$ cat src/rtl/konami_pkg.sv
// Shared symbol encodings and the expected Konami sequence for the detector.
package konami_pkg;

    typedef enum logic [2:0] {
        SYM_IDLE  = 3'd0,
        SYM_UP    = 3'd1,
        SYM_DOWN  = 3'd2,
        SYM_LEFT  = 3'd3,
        SYM_RIGHT = 3'd4,
        SYM_B     = 3'd5,
        SYM_A     = 3'd6,
        SYM_START = 3'd7
    } sym_t;

    // INVALID lives on its own bit so it can never alias a real symbol internally,
    // yet it leaves the block as symbol code 0.
    typedef struct packed {
        logic invalid;
        sym_t sym;
    } cls_t;

    localparam cls_t CLS_IDLE    = '{invalid: 1'b0, sym: SYM_IDLE};
    localparam cls_t CLS_INVALID = '{invalid: 1'b1, sym: SYM_IDLE};

    localparam int unsigned SEQ_LEN  = 11;
    localparam logic [3:0]  LAST_IDX = 4'd10;

    // Element [0] is the first expected symbol.
    localparam logic [SEQ_LEN-1:0][2:0] KONAMI_SEQ = {
        SYM_START, SYM_A, SYM_B, SYM_RIGHT, SYM_LEFT, SYM_RIGHT,
        SYM_LEFT, SYM_DOWN, SYM_DOWN, SYM_UP, SYM_UP
    };

    function automatic sym_t expected_sym(input logic [3:0] idx);
        sym_t s;
        s = SYM_IDLE;
        if (idx <= LAST_IDX) begin
            s = sym_t'(KONAMI_SEQ[idx]);
        end
        return s;
    endfunction

endpackage

$ cat src/rtl/konami_debounce.sv
// Generic level debouncer: output follows the input once it has held one value for STABLE_CYCLES samples.
module konami_debounce #(
    parameter int unsigned     WIDTH         = 4,
    parameter int unsigned     STABLE_CYCLES = 60000,
    parameter logic [WIDTH-1:0] RESET_VALUE  = '0
) (
    input  logic             clk_i,
    input  logic             reset_n_i,
    input  logic [WIDTH-1:0] raw_i,
    output logic [WIDTH-1:0] stable_o
);
    localparam int unsigned    CNT_MAX = (STABLE_CYCLES > 0) ? STABLE_CYCLES - 1 : 0;
    localparam int unsigned    CNT_W   = (CNT_MAX > 0) ? $clog2(CNT_MAX + 1) : 1;
    localparam logic [CNT_W-1:0] CNT_TOP = CNT_W'(CNT_MAX);

    logic [WIDTH-1:0] last_q;
    logic [WIDTH-1:0] stable_q;
    logic [CNT_W-1:0] cnt_q;

    // cnt_q == CNT_TOP means last_q has been sampled STABLE_CYCLES times in a row.
    always_ff @(posedge clk_i or negedge reset_n_i) begin
        if (!reset_n_i) begin
            last_q   <= RESET_VALUE;
            stable_q <= RESET_VALUE;
            cnt_q    <= '0;
        end else begin
            last_q <= raw_i;
            if (raw_i != last_q) begin
                cnt_q <= '0;
            end else if (cnt_q != CNT_TOP) begin
                cnt_q <= cnt_q + 1'b1;
            end
            if (cnt_q == CNT_TOP) begin
                stable_q <= last_q;
            end
        end
    end

    assign stable_o = stable_q;

endmodule

$ cat src/rtl/konami_detector.sv
// Konami code detector: classifies joystick/buttons, debounces, emits symbols on release
// and matches them against the UP UP DOWN DOWN LEFT RIGHT LEFT RIGHT B A START sequence.
module konami_detector
    import konami_pkg::*;
#(
    parameter int unsigned DEBOUNCE_CYCLES = 60000,
    parameter int unsigned LOW_THRESH      = 384,
    parameter int unsigned HIGH_THRESH     = 640
) (
    input  logic       clk_i,
    input  logic       reset_n_i,
    input  logic [9:0] position_x_i,
    input  logic [9:0] position_y_i,
    input  logic [3:1] button_async_i,
    output logic       symbol_valid_o,
    output logic [2:0] symbol_o,
    output logic [3:0] progress_o,
    output logic       unlock_o
);
    localparam logic [9:0] LOW_T  = 10'(LOW_THRESH);
    localparam logic [9:0] HIGH_T = 10'(HIGH_THRESH);

    logic [3:1] btn_meta_q;
    logic [3:1] btn_sync_q;
    logic [6:0] active;
    cls_t       raw_cls;
    cls_t       deb_cls;
    cls_t       deb_prev_q;
    cls_t       held_q;
    cls_t       held_d;
    cls_t       emit_cls_q;
    logic       emit;
    logic       valid_q;
    logic [2:0] sym_q;
    logic [3:0] idx_q;
    logic [3:0] idx_d;
    logic       unlock_q;
    logic       unlock_d;

    always_ff @(posedge clk_i or negedge reset_n_i) begin
        if (!reset_n_i) begin
            btn_meta_q <= '0;
            btn_sync_q <= '0;
        end else begin
            btn_meta_q <= button_async_i;
            btn_sync_q <= btn_meta_q;
        end
    end

    // Bit order: {START, A, B, RIGHT, LEFT, DOWN, UP}
    always_comb begin
        active = {btn_sync_q[2], btn_sync_q[1], btn_sync_q[3],
                  position_x_i > HIGH_T, position_x_i < LOW_T,
                  position_y_i < LOW_T, position_y_i > HIGH_T};
        raw_cls = CLS_IDLE;
        if ($countones(active) > 1) begin
            raw_cls = CLS_INVALID;
        end else if (active[0]) begin
            raw_cls.sym = SYM_UP;
        end else if (active[1]) begin
            raw_cls.sym = SYM_DOWN;
        end else if (active[2]) begin
            raw_cls.sym = SYM_LEFT;
        end else if (active[3]) begin
            raw_cls.sym = SYM_RIGHT;
        end else if (active[4]) begin
            raw_cls.sym = SYM_B;
        end else if (active[5]) begin
            raw_cls.sym = SYM_A;
        end else if (active[6]) begin
            raw_cls.sym = SYM_START;
        end
    end

    konami_debounce #(
        .WIDTH        (4),
        .STABLE_CYCLES(DEBOUNCE_CYCLES),
        .RESET_VALUE  (CLS_IDLE)
    ) u_debounce (
        .clk_i    (clk_i),
        .reset_n_i(reset_n_i),
        .raw_i    (raw_cls),
        .stable_o (deb_cls)
    );

    // Release emits whatever was held; a direct non-IDLE to non-IDLE move poisons the hold.
    always_comb begin
        held_d = held_q;
        emit   = 1'b0;
        if (deb_cls != deb_prev_q) begin
            if (deb_cls == CLS_IDLE) begin
                emit = 1'b1;
            end else if (deb_prev_q == CLS_IDLE) begin
                held_d = deb_cls;
            end else begin
                held_d = CLS_INVALID;
            end
        end
    end

    always_ff @(posedge clk_i or negedge reset_n_i) begin
        if (!reset_n_i) begin
            deb_prev_q <= CLS_IDLE;
            held_q     <= CLS_IDLE;
            emit_cls_q <= CLS_IDLE;
            valid_q    <= 1'b0;
            sym_q      <= SYM_IDLE;
        end else begin
            deb_prev_q <= deb_cls;
            held_q     <= held_d;
            valid_q    <= emit;
            if (emit) begin
                emit_cls_q <= held_q;
                sym_q      <= held_q.invalid ? SYM_IDLE : held_q.sym;
            end
        end
    end

    // A mismatching UP can still be the start of a fresh attempt (or its second UP).
    always_comb begin
        idx_d    = idx_q;
        unlock_d = 1'b0;
        if (valid_q) begin
            if (!emit_cls_q.invalid && emit_cls_q.sym == expected_sym(idx_q)) begin
                if (idx_q == LAST_IDX) begin
                    idx_d    = '0;
                    unlock_d = 1'b1;
                end else begin
                    idx_d = idx_q + 4'd1;
                end
            end else if (!emit_cls_q.invalid && emit_cls_q.sym == SYM_UP) begin
                idx_d = (idx_q == 4'd2) ? 4'd2 : 4'd1;
            end else begin
                idx_d = '0;
            end
        end
    end

    always_ff @(posedge clk_i or negedge reset_n_i) begin
        if (!reset_n_i) begin
            idx_q    <= '0;
            unlock_q <= 1'b0;
        end else begin
            idx_q    <= idx_d;
            unlock_q <= unlock_d;
        end
    end

    assign symbol_valid_o = valid_q;
    assign symbol_o       = sym_q;
    assign progress_o     = idx_q;
    assign unlock_o       = unlock_q;

endmodule
$ cat config.mk
export PLATFORM = sky130hd
export DESIGN_NAME = konami_detector
export DESIGN_NICKNAME = d
export VERILOG_FILES = /design/src/rtl/konami_pkg.sv /design/src/rtl/konami_debounce.sv /design/src/rtl/konami_detector.sv
export SDC_FILE = /design/constraint.sdc
export NUM_CORES = 1
export LEC_CHECK = 0
export CELL_PAD_IN_SITES_DETAIL_PLACEMENT = 0
export CELL_PAD_IN_SITES_GLOBAL_PLACEMENT = 2
export CORE_MARGIN = 2
export CORE_UTILIZATION = 36
export DETAILED_ROUTE_END_ITERATION = 10
export PLACE_DENSITY_LB_ADDON = 0.3
export REMOVE_ABC_BUFFERS = 1
export SETUP_SLACK_MARGIN = 0.05
export SLEW_MARGIN = 30
export SYNTH_ARGS = -nofsm -noshare
export SYNTH_HDL_FRONTEND = slang
export SYNTH_SLANG_ARGS = --single-unit
$ cat constraint.sdc
create_clock -name clk_i -period 5 [get_ports clk_i]
set_clock_uncertainty 0.2 [all_clocks]
set_input_delay 0.75 -clock clk_i [delete_from_list [all_inputs] [get_ports clk_i]]
set_output_delay 0.75 -clock clk_i [all_outputs]
set_load 0.01 [all_outputs]
Word-level counts from Yosys, hierarchy flattened
Memory sizes are Yosys's and may differ from the RTL's.
Cells that the tools add are included.
{ "op_classes": {"addsub": 8, "eq_ne": 8, "n_bitwise": 1, "order_cmp": 7, "n_mux": 25, "reduce_logical": 7} }
{ "op_table": {"columns": ["operator", "n"], "rows": [
  ["$mux W3", 12],
  ["$mux W16", 2],
  ["$gt A10 B10 Y1 const B", 2],
  ["$lt A10 B9 Y1 const B", 2],
  ["$add A16 B1 Y16 const B", 1],
  ["$eq A16 B16 Y1 const B", 1],
  ["$ne A16 B16 Y1 const B", 1],
  ["$mux W4", 3],
  ["$logic_not A4 Y1", 2],
  ["$ne A4 B4 Y1", 2],
  ["$add A1 B1 Y2", 3],
  ["$mux W1", 6],
  ["$lt A4 B5 Y1 const B", 1],
  ["$add A3 B3 Y4", 1],
  ["$add A4 B1 Y4 const B", 1],
  ["$eq A4 B2 Y1 const B", 1],
  ["$eq A4 B4 Y1 const B", 1],
  ["$gt A4 B1 Y1 const B", 1],
  ["$le A4 B4 Y1 const B", 1],
  ["$mux W2", 2],
  ["$add A2 B1 Y3", 1],
  ["$add A2 B2 Y3", 1],
  ["$eq A3 B1 Y1 const B", 1],
  ["$eq A3 B3 Y1", 1],
  ["other kinds (5)", 6]
]} }
{ "totals": {"out_inout_bits": 9, "rom_bits": 48, "n_memories": 1, "word_cells": 72, "in_bits": 25, "ff_bits": 51} }
{ "mem_list": {"columns": ["name", "words", "width", "read_ports", "rd_clocked_by_memory_dff", "wr", "line_no", "text"], "rows": [
  ["(name not given)", 16, 3, 1, 0, 0, "konami_pkg.sv:38", "s = sym_t'(KONAMI_SEQ[idx]);"]
]} }

Longest topological paths before layout
Gate-level depths: netlist (run 1).
{ "logic_depth": {"word_depth": 10, "mapped_depth": 14, "mapped_depth_nobuf": 13} }

Hierarchy
A second synthesis (run 1) with hierarchy kept.
{ "unflattened": {"cells_unflattened": 237, "hier_area_um2": 2576.2} }
{ "modules_own_cells": {"columns": ["mod", "cells_each", "area_each_um2", "instances", "seq_area_each_um2"], "rows": [
  ["konami_detector", 135, 1442.6, 1, 675.6],
  ["konami_debounce", 102, 1133.6, 1, 600.6]
]} }

Least setup slack after synthesis (run 1)
No wires, ideal clock.
{ "synth_timing": {"path_type": "input port to flip-flop", "startpoint": "input position_y_i[3]", "endpoint": "register u_debounce.cnt_q[1]", "cell_stages": 14, "path_buffers": 1, "required_time_ns": 4.696, "setup_slack_ns": 0.120, "arrival_ns": 4.576, "setup_ns": 0.104, "cell_sequence": "or4_4 -> o221ai_2 -> inv_2 -> fa_1 -> fa_1 -> ha_1 -> a21oi_1 -> fa_1 -> nand2_2 -> or3_1 -> o31ai_1 -> nor3_2 -> buf_6 -> a221oi_1"} }
{ "synth_rtl": {"columns": ["item", "line_no", "text"], "rows": [
  ["start: declaration", "konami_detector.sv:13", "input logic [9:0] position_y_i,"],
  ["end signal: assignment", "konami_debounce.sv:31", "cnt_q <= cnt_q + 1'b1;"],
  ["end: declaration", "konami_debounce.sv:18", "logic [CNT_W-1:0] cnt_q;"]
]} }

==> impl_metrics.env, run 1 <==
export IMPL_status="finished, final reports clean"
export IMPL_cp_depth=15
export IMPL_critical_path_max_stage_delay_ns=0.55
export IMPL_synth_cells=274
export IMPL_ios=34
export IMPL_switchingPower_uw=341
export IMPL_worst_slew_margin_rel_pct=50.0
export IMPL_setup_worst_path_start_class="input pin"
export IMPL_clock_root_buffer="clkbuf_8"
export IMPL_fin_ws_ns=0.172
export IMPL_path_common_cell="fa_1"
export IMPL_internal_power_uw=673
export IMPL_drv_cap=0
export IMPL_grt_ovfl_total=0
export IMPL_drive_gt1_share_pct=18.5
export IMPL_route_detailed_drc=0
export IMPL_drv_slew=0
export IMPL_seqPwrFrac_pct=44.4
export IMPL_cts_max_path_buffers=2
export IMPL_ys_ff_latch=51
export IMPL_synth_edff_count=0
export IMPL_worstHoldPathType="reg2reg"
export IMPL_syn_to_final_growth_pct=23.9
export IMPL_rrSetupSlack_ns=1.35
export IMPL_fmax_ghz=0.207
export IMPL_crit_path_end="u_debounce.cnt_q[5]$_DFFE_PN0P_"
export IMPL_peakVddDrop_v=0.000121
export IMPL_routabilityCongestion=0.706
export IMPL_grt_pass1_vias=2251
export IMPL_grt_pass1_wl_mm=10.7
export IMPL_crit_chain="clkdlybuf4s50_1 > or4_4 > o221ai_4 > inv_2 > fa_1 > fa_1 > ha_1 > a21oi_1 > fa_1 > nand2_2 > or3_4 > o31ai_4 > nor3_2 > buf_12 > a211oi_1"
export IMPL_critPathTopFamily="adder cells"
export IMPL_p_clk_share_pct=25.2
export IMPL_arrival_ns=4.86
export IMPL_swShare_pct=33.6
export IMPL_clk_pin_slew_worst_paths_ns=0.10
export IMPL_worstReg2RegStart="btn_sync_q[1]$_DFF_PN0_"
export IMPL_async_reset_ff_share_pct=100
export IMPL_cp_num_buf_inv=3
export IMPL_cp_required_ns=5.03
export IMPL_cts_made_buffers=5
export IMPL_clock_sinks=51
export IMPL_fin_nets=350
export IMPL_grt_setup_unrepaired="yes"
export IMPL_holdWs_ns=0.158
export IMPL_die_height_microns=93.4
export IMPL_slowest_stage="or4_4"
export IMPL_p_leak_nw=1.42
export IMPL_antenna_found_initial=0
export IMPL_wirelength_mm=5.92
export IMPL_p_total_mw=1.01
export IMPL_die_area_sq_um=8710
export IMPL_grt_max_degree=52
export IMPL_via_count=2259
export IMPL_cp_max_fo=15
export IMPL_hpwl_mm=4.16
export IMPL_dp_worst_setup_slack_ns=-0.298
export IMPL_cts_htree_levels=2
export IMPL_p_per_area_nw_per_um2=285
export IMPL_avgSynthCellArea_sq_um=10.5
export IMPL_drtAntennaViolNets=0
export IMPL_r2r_end="u_debounce.cnt_q[5]$_DFFE_PN0P_"
export IMPL_die_x_microns=93.4
export IMPL_initial_core_util_pct=37.2
export IMPL_endpoint_kind="register"
export IMPL_first_iter_violations=72
export IMPL_hold_viol_final=0
export IMPL_via_per_inst=5.37
export IMPL_setup_viol=0
export IMPL_first_pass_iters=4
export IMPL_netlist_area_sq_um=2870
export IMPL_cts_tree="yes"
export IMPL_period_minus_slack_ns=4.83
export IMPL_coreArea_sq_um=7730
export IMPL_port_buffers=33
export IMPL_cts_hold_repair_buffers=0
export IMPL_fin_util_pct=46.1
export IMPL_wl_per_cell_microns=14.1
export IMPL_n_antenna_cell=0
export IMPL_tightest_slew_ns=0.740
export IMPL_criticalPathCategory="in2reg"
export IMPL_ff2ff_path_depth=11
export IMPL_ys_seq_area_share_pct=44.4
export IMPL_synth_ff_type="dfrtp_1"
export IMPL_rows=32
export IMPL_critPathLaunch="position_y_i[8]"
export IMPL_combPwrFrac_pct=30.4
export IMPL_clock_latency_ns=0.31
export IMPL_fin_crit_sh_pct=96.6
export IMPL_yosysWarnings=0
export IMPL_track_usage_pct=15.1
export IMPL_synth_distinct_cells=61
==> Yosys cell counts, types with 3 or more instances <==
cell type,number,area [sq um]
inv_1,12,45.0
nor2_1,10,37.5
o22ai_1,4,25.0
nand4_1,8,50.1
a211oi_1,5,37.5
nor4_1,4,25.0
a21oi_1,12,60.1
a22o_1,3,26.3
nand2_1,18,67.6
mux2_2,7,78.8
and4_1,4,35.0
nor2b_1,8,50.1
ha_1,4,50.1
dfrtp_1,51,1280
nand2b_1,7,43.8
a21o_1,3,22.5
nor3_1,4,20.0
clkbuf_1,8,30.0
nand3_1,6,30.0
xnor2_1,7,61.3
fa_1,3,60.1
a211oi_2,10,125
xor2_1,11,96.3
o21ai_0,14,70.1
==> cells in the final DEF (no fill, tap or decap), types with 2 or more instances in the layout <==
cell,count
inv_1,12
nor4bb_1,2
o32ai_1,2
a21o_1,3
mux2_2,7
o21ai_0,14
nand3b_1,2
buf_4,14
nor2_1,10
and4_1,4
a21oi_1,12
nand4_1,8
fa_1,3
a211oi_2,12
a31oi_1,2
nor3_1,4
nor3b_1,2
ha_1,4
nand2_1,18
a221oi_2,2
nand3_1,6
xnor2_1,7
and3_1,2
or4_4,2
clkbuf_8,5
dfrtp_1,51
nor4_1,4
o211ai_1,2
clkdlybuf4s50_1,32
o22ai_1,4
inv_6,2
nor2b_1,8
o2111ai_1,2
nand2b_1,7
a21boi_0,2
o41ai_1,2
a211oi_1,3
xor2_1,11
a22o_1,3
==> through the flow <==
stage                     area [sq um]  setup TNS, ns  cells
final                             3560              0    421
after detailed placement          3380          -4.14    411
after global routing              3560              0    421
after global placement            3380          -1.92    411
after floorplan                   2810          -8.04    263
after CTS                         3480              0    419
==> worst reg2reg max path: stages, from the launching register on <==
cell and delay [ns]:
dfrtp_1 0.42, fa_1 0.56, fa_1 0.41, ha_1 0.28, a21oi_1 0.07, fa_1 0.50, nand2_2 0.06, or3_4 0.34
o31ai_4 0.29, nor3_2 0.08, buf_12 0.16, a211oi_1 0.20
==> repair_timing <==
item / in CTS / in global routing
pin swaps: 0 / 5
buffers inserted: 0 / 2
endpoints found under the setup margin: 3 / 16
gates resized for setup: 1 / 9
==> power by group through the flow <==
stage	Combinational (mW)	Sequential [mW]	Clock (mW)
2_1_floorplan	0.133	0.451	0
3_3_place_gp	0.265	0.457	0
3_5_place_dp	0.269	0.457	0
4_1_cts	0.272	0.449	0.267
5_1_grt	0.336	0.454	0.286
6_report	0.308	0.451	0.255
==> state kept, by name, indices dropped and copies added (netlist names) <==
name,cells
u_debounce.cnt_q,16
deb_prev_q,4
emit_cls_q,4
held_q,4
progress_o,4
u_debounce.last_q,4
u_debounce.stable_o,4
btn_meta_q,3
btn_sync_q,3
symbol_o,3
symbol_valid_o,1
unlock_o,1
==> worst min path at each step <==
| stage | from | endpoint | cells after the start |
|---|---|---|---|
| global placement | btn_meta_q[3]$_DFF_PN0_ | btn_sync_q[3]$_DFF_PN0_ | 0 |
| detailed placement | btn_meta_q[1]$_DFF_PN0_ | btn_sync_q[1]$_DFF_PN0_ | 0 |
| global route | btn_meta_q[3]$_DFF_PN0_ | btn_sync_q[3]$_DFF_PN0_ | 0 |
| floorplan | btn_meta_q[1]$_DFF_PN0_ | btn_sync_q[1]$_DFF_PN0_ | 0 |
| finish | btn_meta_q[1]$_DFF_PN0_ | btn_sync_q[1]$_DFF_PN0_ | 0 |
| CTS | btn_meta_q[1]$_DFF_PN0_ | btn_sync_q[1]$_DFF_PN0_ | 0 |
==> area by class of cell <==
cell class	count	area, sq um
Multi-Input combinational cell	199	1560
Clock buffer	5	68.8
Inverter	13	48.8
Sequential cell	51	1280
Fill cell	728	4170
Tap cell	102	128
Timing Repair Buffer	48	450
Clock inverter	3	26.3
==> routing by layer <==
layer	up-vias	track usage [%]	wire [microns]
met5	-	0	0
met4	0	4.90	88
met3	7	2.42	211
met2	52	24.8	2890
met1	1084	20.3	2730
li1	1116	-	-
==> logic make-up (layout without fill, tap and decap cells) <==
kind of cell	after synthesis	count (layout)	share of synthesized area [%]
XOR/XNOR	18	18	5.49
AND/OR/NAND/NOR	88	88	17.8
flip-flops	51	51	44.4
buffers and inverters	24	69	3.79
adder cells (fa/ha/maj)	7	7	3.83
AO/OA/AOI/OAI	79	79	22.0
multiplexers	7	7	2.74
(Power assumes the default switching activity.)
==> inputs of run 2 (changes only) <==
--- a/config.mk
+++ b/config.mk
@@ -8,9 +8,9 @@
 export CELL_PAD_IN_SITES_DETAIL_PLACEMENT = 0
 export CELL_PAD_IN_SITES_GLOBAL_PLACEMENT = 2
 export CORE_MARGIN = 2
-export CORE_UTILIZATION = 36
+export CORE_UTILIZATION = 39
 export DETAILED_ROUTE_END_ITERATION = 10
-export PLACE_DENSITY_LB_ADDON = 0.3
+export PLACE_DENSITY_LB_ADDON = 0.25
 export REMOVE_ABC_BUFFERS = 1
 export SETUP_SLACK_MARGIN = 0.05
 export SLEW_MARGIN = 30
==> constraint.sdc (replaced) <==
create_clock -name clk_i -period 6.22 [get_ports clk_i]
set_clock_uncertainty 0.2 [all_clocks]
set_input_delay 0.933 -clock clk_i [delete_from_list [all_inputs] [get_ports clk_i]]
set_output_delay 0.933 -clock clk_i [all_outputs]
set_load 0.01 [all_outputs]
==> impl_metrics.env, run 2 (same netlist as run 1, synthesis figures left out) <==
export IMPL_clock_root_buffer="clkbuf_8"
export IMPL_grt_max_degree=52
export IMPL_p_clk_share_pct=27.1
export IMPL_first_pass_iters=4
export IMPL_fin_nets=338
export IMPL_worst_slew_margin_rel_pct=49.2
export IMPL_seq_area_sq_um=1280
export IMPL_via_count=2200
export IMPL_drv_cap=0
export IMPL_grt_pass1_wl_mm=10.3
export IMPL_multiInputGateArea_sq_um=1510
export IMPL_routabilityCongestion=0.742
export IMPL_die_height_microns=89.8
export IMPL_cts_made_buffers=5
export IMPL_fin_area_sq_um=3400
export IMPL_fin_util_pct=47.4
export IMPL_drtAntennaViolNets=0
export IMPL_postCtsSetupRepairBufs=0
export IMPL_cts_tree="yes"
export IMPL_min_from="btn_meta_q[3]$_DFF_PN0_"
export IMPL_track_usage_pct=15.1
export IMPL_top_register="u_debounce.cnt_q"
export IMPL_grt_pass1_vias=2235
export IMPL_clock_sinks=51
export IMPL_drive_gt1_share_pct=13.0
export IMPL_n_antenna_cell=0
export IMPL_setup_worst_path_start_class="input pin"
export IMPL_port_buffers=33
export IMPL_p_total_uw=743
export IMPL_combPwrFrac_pct=24.1
export IMPL_route_detailed_drc=0
export IMPL_fill_cells=690
export IMPL_first_iter_violations=81
export IMPL_p_per_area_nw_per_um2=219
export IMPL_hold_depth=0
export IMPL_largest_reg_flops=16
export IMPL_clk_pin_slew_worst_paths_ns=0.10
export IMPL_hpwl_mm=4.19
export IMPL_worstReg2RegStart="btn_sync_q[1]$_DFF_PN0_"
export IMPL_stdcell_count=406
export IMPL_clock_latency_ns=0.31
export IMPL_hold_path_end="btn_sync_q[3]$_DFF_PN0_"
export IMPL_die_area_sq_um=8070
export IMPL_criticalPathCategory="in2reg"
export IMPL_peakVddDrop_v=0.000177
export IMPL_status="finished, final reports clean"
export IMPL_die_x_microns=89.8
export IMPL_cts_max_path_buffers=2
export IMPL_cp_max_fo=15
export IMPL_wl_per_cell_microns=14.4
export IMPL_hold_viol_final=0
export IMPL_tightest_slew_ns=0.753
export IMPL_rows=31
export IMPL_worstHoldPathType="reg2reg"
export IMPL_coreArea_sq_um=7180
export IMPL_seqPwrFrac_pct=48.8
export IMPL_drv_slew=0
export IMPL_initial_core_util_pct=40.1
export IMPL_r2r_end="u_debounce.cnt_q[4]$_DFFE_PN0P_"
export IMPL_rrSetupSlack_ns=2.28
export IMPL_syn_to_final_growth_pct=18.2
export IMPL_post_place_cells=398
export IMPL_swShare_pct=33.6
export IMPL_arrival_ns=5.47
export IMPL_cts_hold_repair_buffers=0
export IMPL_ios=34
export IMPL_setup_viol=0
export IMPL_cts_resized=0
export IMPL_fmax_ghz=0.183
export IMPL_post_dp_cell_area_sq_um=3290
export IMPL_grt_ovfl_total=0
export IMPL_final_common_cell="dfrtp_1"
export IMPL_fin_crit_sh_pct=88.0
export IMPL_fin_ws_ns=0.748
export IMPL_ff2ff_path_depth=11
export IMPL_period_minus_slack_ns=5.47
export IMPL_endpoint_kind="register"
export IMPL_via_per_inst=5.42
export IMPL_p_leak_nw=1.35
export IMPL_internal_power_uw=493
export IMPL_switchingPower_uw=249
export IMPL_wirelength_mm=5.84
export IMPL_cts_htree_levels=2
export IMPL_final_cell_mix="dfrtp_1, clkdlybuf4s50_1, nand2_1"
export IMPL_holdWs_ns=0.157
export IMPL_grt_setup_unrepaired="no"
export IMPL_cp_required_ns=6.22
export IMPL_tns_ns=0
export IMPL_dp_worst_setup_slack_ns=0.372
export IMPL_antenna_found_initial=0
[run 2: cell types whose count changed in the layout (fill, tap and decap cells not counted)]
cell      before  now
buf_4         14    3
a211oi_1       3    5
a211oi_2      12   10
a221oi_1       0    2
a221oi_2       2    0
buf_12         1    0
o221ai_2       0    1
o221ai_4       1    0
o31ai_1        1    2
o31ai_4        1    0
or3_1          0    1
or3_4          1    0
or4_1          0    1
or4_4          2    1
[run 2: power by group through the flow]
stage	combinational, mW	sequential (mW)	clock [mW]
floorplan	0.107	0.362	0
global placement	0.170	0.367	0
detailed placement	0.174	0.368	0
CTS	0.174	0.361	0.212
global route	0.198	0.366	0.226
finish	0.179	0.362	0.202
[run 2: worst max-delay path by stage]
stage | to | cells past startpoint | slack (ns) | start
5_1_grt | u_debounce.cnt_q[4]$_DFFE_PN0P_ | 15 | 0.48 | position_y_i[8]
6_report | u_debounce.cnt_q[4]$_DFFE_PN0P_ | 15 | 0.75 | position_y_i[8]
2_1_floorplan | u_debounce.cnt_q[1]$_DFFE_PN0P_ | 11 | 0.43 | position_y_i[3]
3_5_place_dp | u_debounce.cnt_q[5]$_DFFE_PN0P_ | 13 | 0.37 | position_y_i[8]
4_1_cts | u_debounce.cnt_q[5]$_DFFE_PN0P_ | 13 | 0.70 | position_y_i[8]
3_3_place_gp | u_debounce.cnt_q[5]$_DFFE_PN0P_ | 13 | 0.44 | position_y_i[8]
[run 2: layout make-up]
class	count	share of cell area, %
Clock buffer	5	2.03
Inverter	13	1.44
Clock inverter	3	0.773
Tap cell	99	3.65
Sequential cell	51	37.6
Multi-Input combinational cell	199	44.3
Timing Repair Buffer	36	10.2
[run 2: metal layers]
metal | up-vias | wire length, microns | global-route usage (%)
li1 | 1082 | - | -
met1 | 1087 | 2640 | 19.5
met2 | 29 | 3040 | 26.8
met3 | 2 | 151 | 3.10
met4 | 0 | 18 | 2.44
met5 | - | 0 | 0
[run 2: worst max-delay path: stages]
cell and delay [ns]:
clkdlybuf4s50_1 0.45, or4_1 0.55, o221ai_2 0.24, inv_2 0.13
fa_1 0.53, fa_1 0.42, ha_1 0.28, a21oi_1 0.07
fa_1 0.50, nand2_2 0.15, or3_1 0.37, o31ai_1 0.34
nor3_2 0.06, buf_4 0.21, a221oi_1 0.24
==> RTL change 1: new RTL, settings of run 2 <==
Compare `idx_q` against `LAST_IDX` with >= in place of ==.
--- a/src/rtl/konami_detector.sv
+++ b/src/rtl/konami_detector.sv
@@ -122,7 +122,7 @@
         unlock_d = 1'b0;
         if (valid_q) begin
             if (!emit_cls_q.invalid && emit_cls_q.sym == expected_sym(idx_q)) begin
-                if (idx_q == LAST_IDX) begin
+                if (idx_q >= LAST_IDX) begin
                     idx_d    = '0;
                     unlock_d = 1'b1;
                 end else begin
Check against the original RTL: no difference found for any inputs over 10 cycles, from zero or initial values and one cycle with reset_n_i low; that may be too few to reach the edited logic, so the function may still have changed.
==> RTL change 1 against run 2 <==
Routed wire length decreased by 16%. Via count decreased by 15%. Area after synthesis decreased by 10%. Cell area decreased by 9.2%. Sequential power decreased by 1%. Die area decreased by 9.6%. Setup slack improved by 0.11 ns. Cell count decreased by 11%. Sequential cell count unchanged. Critical path depth increased by 1. Power decreased by 8.7%. Largest cell class is now registers. Largest power group unchanged. Highest routed layer unchanged.
==> RTL change 1: results (changes against run 2) <==
INFO  status         outcome=completed [unchanged]
INFO  logic_synthesis synth_adder_area_share=6.19% [was 3.83%]
INFO  setup_path     max_stage_delay=0.53ns [was 0.55 ns]
INFO  logic_synthesis ys_types=49 [was 61]
INFO  logic_synthesis area_share_of_xor_xnor_cells_in_the_synthesized_design=6.10% [was 5.49%]
INFO  global_route   grt_first_pass_wirelength=8790um [was 10300 um]
INFO  placed_design  gp_routability_congestion=0.781 [was 0.742]
INFO  logic_synthesis post_synth_mux_area_share=2.13% [was 2.74%]
INFO  setup_path     regToRegEndpoint=u_debounce.cnt_q[13]$_DFFE_PN0P_ [was u_debounce.cnt_q[4]$_DFFE_PN0P_]
INFO  logic_synthesis synth_top_cells_by_count=sky130_fd_sc_hd__dfrtp_1, sky130_fd_sc_hd__nand2_1, sky130_fd_sc_hd__nor3_1, sky130_fd_sc_hd__nor2_1, sky130_fd_sc_hd__xnor2_1 [was sky130_fd_sc_hd__dfrtp_1, sky130_fd_sc_hd__nand2_1, sky130_fd_sc_hd__o21ai_0, sky130_fd_sc_hd__a21oi_1, sky130_fd_sc_hd__inv_1]
INFO  route          dr_wl_met2=2280um [was 3040 um]
INFO  route          detailroute.wirelength.met3=116um [was 151 um]
INFO  sta            final_period_minus_worst_setup_slack=5.36ns [was 5.47 ns]
INFO  logic_synthesis area_fraction_in_compound_gates_after_synthesis=11.4% [was 22.0%]
INFO  sta            timing_worst_slew_pin_value=0.741ns [was 0.753 ns]
INFO  power_and_ir_drop vdd.ir_drop.worst=0.160mV [was 0.177 mV]
INFO  power_and_ir_drop leakage_power=1.30nW [was 1.35 nW]
INFO  global_route   gr-usage-met1=20.4% [was 19.5%]
INFO  route          detail_route.wirelength.met1=2440um [was 2640 um]
INFO  setup_path     critPathMaxFanout=11 [was 15]
INFO  global_route   groute.layer.met3.usage=3.21% [was 3.10%]
INFO  min_path       hold_start=btn_meta_q[1]$_DFF_PN0_ [was btn_meta_q[3]$_DFF_PN0_]
INFO  placed_design  post_dp_cell_area=3000um2 [was 3290 um2]
INFO  placed_design  dpl.hpwl=3510um [was 4190 um]
INFO  min_path       hold_path_end=btn_sync_q[1]$_DFF_PN0_ [was btn_sync_q[3]$_DFF_PN0_]
INFO  setup_path     r2r_slack=2.40ns [was 2.28 ns]
INFO  finish         layout.nets=320 [was 338]
RTL change 1: power by group through the flow:
stage	Sequential [W]	Clock, W	Combinational, W
floorplan	0.000361	0	0.0000838
global placement	0.000365	0	0.000130
detailed placement	0.000365	0	0.000134
CTS	0.000358	0.000200	0.000134
global route	0.000360	0.000211	0.000147
finish	0.000358	0.000189	0.000131
RTL change 1: per-stage QoR:
step | hold WS, ns | cells
floorplan | 0.131 | 242
global placement | 0.137 | 354
detailed placement | 0.135 | 354
CTS | 0.157 | 362
global route | 0.166 | 362
finish | 0.155 | 362
RTL change 1: cells by family after synthesis:
kind of cell,Yosys count
and+or+nand+nor,107
muxes,5
adders and majority gates,11
DFF,51
xor gates and xnor gates,18
AOI/OAI and AO/OA,38
buffers and inverters,17
RTL change 1: area by class of cell:
type	count	area (um2)
Clock buffer	5	68.8
Tap cell	77	96.3
Clock inverter	3	20.0
Inverter	12	45.0
Timing Repair Buffer	35	340
Fill cell	620	3300
Multi-Input combinational cell	179	1240
Sequential cell	51	1280
==> RTL change 2: new RTL, config.mk and constraints of run 2 <==
Made on the original files. The package constant `SEQ_LEN` goes from 11 to 13.
--- a/src/rtl/konami_pkg.sv
+++ b/src/rtl/konami_pkg.sv
@@ -22,7 +22,7 @@
     localparam cls_t CLS_IDLE    = '{invalid: 1'b0, sym: SYM_IDLE};
     localparam cls_t CLS_INVALID = '{invalid: 1'b1, sym: SYM_IDLE};
 
-    localparam int unsigned SEQ_LEN  = 11;
+    localparam int unsigned SEQ_LEN  = 13;
     localparam logic [3:0]  LAST_IDX = 4'd10;
 
     // Element [0] is the first expected symbol.
Check against the original RTL: equivalent (Yosys induction, for registers that start in step).
==> RTL change 2 against run 2 <==
Sequential cell count stayed put. Routed wire length is 17% lower. Highest routed layer unchanged. Power is 9.0% lower. Cell count is 7.6% lower. Critical endpoint is now u_debounce.cnt_q[11]$_DFFE_PN0P_. Die area is 7.2% lower. Worst hold slack worse by 0.00075 ns. Register-to-register slack better by 0.32 ns. Cell area is 7.1% lower. Setup slack better by 0.35 ns. Area after synthesis is 7.5% lower.
==> RTL change 2: results (changes against run 2) <==
INFO  status         outcome=completed [unchanged]
INFO  min_path       hold_path_end=btn_sync_q[1]$_DFF_PN0_ [was btn_sync_q[3]$_DFF_PN0_]
INFO  finish         nFillCells=638 [was 690]
INFO  clock_network  clockBufferDepth=2 [unchanged]
INFO  setup_path     regToRegEndpoint=u_debounce.cnt_q[11]$_DFFE_PN0P_ [was u_debounce.cnt_q[4]$_DFFE_PN0P_]
INFO  logic_synthesis ys_seq_area_share=48.0% [was 44.4%]
INFO  logic_synthesis area_fraction_in_compound_gates_after_synthesis=10.2% [was 22.0%]
INFO  global_route   globalRouteTotalUtil=14.6% [was 15.1%]
INFO  finish         final_layout_size_suffix_gt1_share=9.83% [was 13.0%]
INFO  power_and_ir_drop p_int=0.000478W [was 0.000493 W]
INFO  global_route   grt_first_pass_wirelength=8900um [was 10300 um]
INFO  route          initialDrtViolationCount=89 [was 81]
INFO  min_path       hold_start=btn_meta_q[1]$_DFF_PN0_ [was btn_meta_q[3]$_DFF_PN0_]
INFO  logic_synthesis area_share_of_xor_xnor_cells_in_the_synthesized_design=7.53% [was 5.49%]
INFO  power_and_ir_drop vdd.ir_drop.worst=0.162mV [was 0.177 mV]
INFO  power_and_ir_drop leakage_power=1.35nW [about the same]
INFO  placed_design  dpl.hpwl=3500um [was 4190 um]
INFO  logic_synthesis synth_top_cells_by_count=sky130_fd_sc_hd__dfrtp_1, sky130_fd_sc_hd__nand2_1, sky130_fd_sc_hd__nor2_1, sky130_fd_sc_hd__inv_1, sky130_fd_sc_hd__xor2_1 [was sky130_fd_sc_hd__dfrtp_1, sky130_fd_sc_hd__nand2_1, sky130_fd_sc_hd__o21ai_0, sky130_fd_sc_hd__a21oi_1, sky130_fd_sc_hd__inv_1]
INFO  logic_synthesis ys_types=54 [was 61]
INFO  route          drt-total-wl=4840um [was 5840 um]
INFO  min_path       hold-path-cell-count=0 [unchanged]
INFO  logic_synthesis synth_adder_area_share=6.03% [was 3.83%]
INFO  placed_design  gp_routability_congestion=0.734 [was 0.742]
INFO  placed_design  placedCellCount=367 [was 398]
INFO  finish         final-instance-count-excl-fill=375 [was 406]
INFO  logic_synthesis synth.top_cells.by_area=sky130_fd_sc_hd__dfrtp_1, sky130_fd_sc_hd__xor2_1, sky130_fd_sc_hd__nand2_1 [was sky130_fd_sc_hd__dfrtp_1, sky130_fd_sc_hd__a211oi_2, sky130_fd_sc_hd__xor2_1]
INFO  setup_path     r2r_slack=2.60ns [was 2.28 ns]
INFO  setup_path     critPathMaxFanout=16 [was 15]
INFO  logic_synthesis post_synth_mux_area_share=2.87% [was 2.74%]
INFO  sta            timing_worst_slew_pin_value=0.780ns [was 0.753 ns]
INFO  route          post_drt_via_cell_ratio=5.11 [was 5.42]
INFO  finish         layout.nets=330 [was 338]
INFO  job            maxCapViolations=0 [unchanged]
INFO  global_route   number_of_global_route_vias_before_repair=1885 [was 2235]
INFO  logic_synthesis synthesis.instances=258 [was 274]
INFO  clock_network  cts_post_setup_buffers_inserted=0 [unchanged]
[RTL change 2: changes by cell type after synthesis, moves of 4 or more]
cell                       delta
sky130_fd_sc_hd__a211oi_1     -5
sky130_fd_sc_hd__a211oi_2     -9
sky130_fd_sc_hd__clkbuf_1     -5
sky130_fd_sc_hd__ha_1         +4
sky130_fd_sc_hd__nand2_1      +9
sky130_fd_sc_hd__nor2_1      +17
sky130_fd_sc_hd__o21ai_0      -7
[RTL change 2: power groups by stage]
stage	registers [W]	logic, W	clock network (W)
finish	0.000358	0.000119	0.000199
global route	0.000361	0.000136	0.000224
CTS	0.000358	0.000123	0.000208
detailed placement	0.000365	0.000122	0
global placement	0.000364	0.000121	0
floorplan	0.000361	0.0000814	0
[RTL change 2: cell type report]
type / instances / share of cell area (%)
flip-flops and latches: 51 / 40.4
well taps: 80 / 3.17
clock buffers: 5 / 2.18
repair buffers: 34 / 10.5
clock inverters: 3 / 0.832
inverters: 15 / 1.78
multi-input cells: 187 / 41.1
[RTL change 2: critical path, delay by kind of cell]
kind / cells / cell delay [ns]
mux: 1 / 0.15
compound gates: 4 / 0.94
fa+ha+maj: 4 / 1.64
buf+inv: 2 / 0.54
simple gates: 4 / 0.90
[RTL change 2: how the worst max path moves through the flow]
stage / endpoint / slack (ns)
6_report: u_debounce.cnt_q[11]$_DFFE_PN0P_ / 1.10
5_1_grt: u_debounce.cnt_q[14]$_DFFE_PN0P_ / 0.83
4_1_cts: u_debounce.cnt_q[1]$_DFFE_PN0P_ / 1.08
3_5_place_dp: u_debounce.cnt_q[7]$_DFFE_PN0P_ / 0.74
3_3_place_gp: u_debounce.cnt_q[8]$_DFFE_PN0P_ / 0.83
2_1_floorplan: u_debounce.cnt_q[0]$_DFFE_PN0P_ / 1.49
[RTL change 2: metrics by stage]
stage               area [um2]  hold WS, ns  worst slack, ns
detailed placement        3060        0.139            0.744
global placement          3060        0.134            0.831
global route              3160        0.163            0.826
floorplan                 2630        0.131             1.49
CTS                       3160        0.161             1.08
finish                    3160        0.156             1.10
[RTL change 2: layer usage]
metal  GRT usage, %  part of all wire, %  up-vias
met5              0                    0        -
met1           20.6                   51      917
met2           23.1                   46       19
met3           3.14                  2.5        5
li1               -                    -      976
met4           3.41                 0.89        0
[RTL change 2: logic make-up (layout without fill, tap and decap cells)]
group / count (synthesis) / after routing
flip-flops: 51 / 51
adder cells (fa/ha/maj): 11 / 11
AO/OA/AOI/OAI: 36 / 36
multiplexers: 7 / 7
XOR/XNOR: 22 / 22
AND/OR/NAND/NOR: 111 / 111
buffers and inverters: 20 / 57
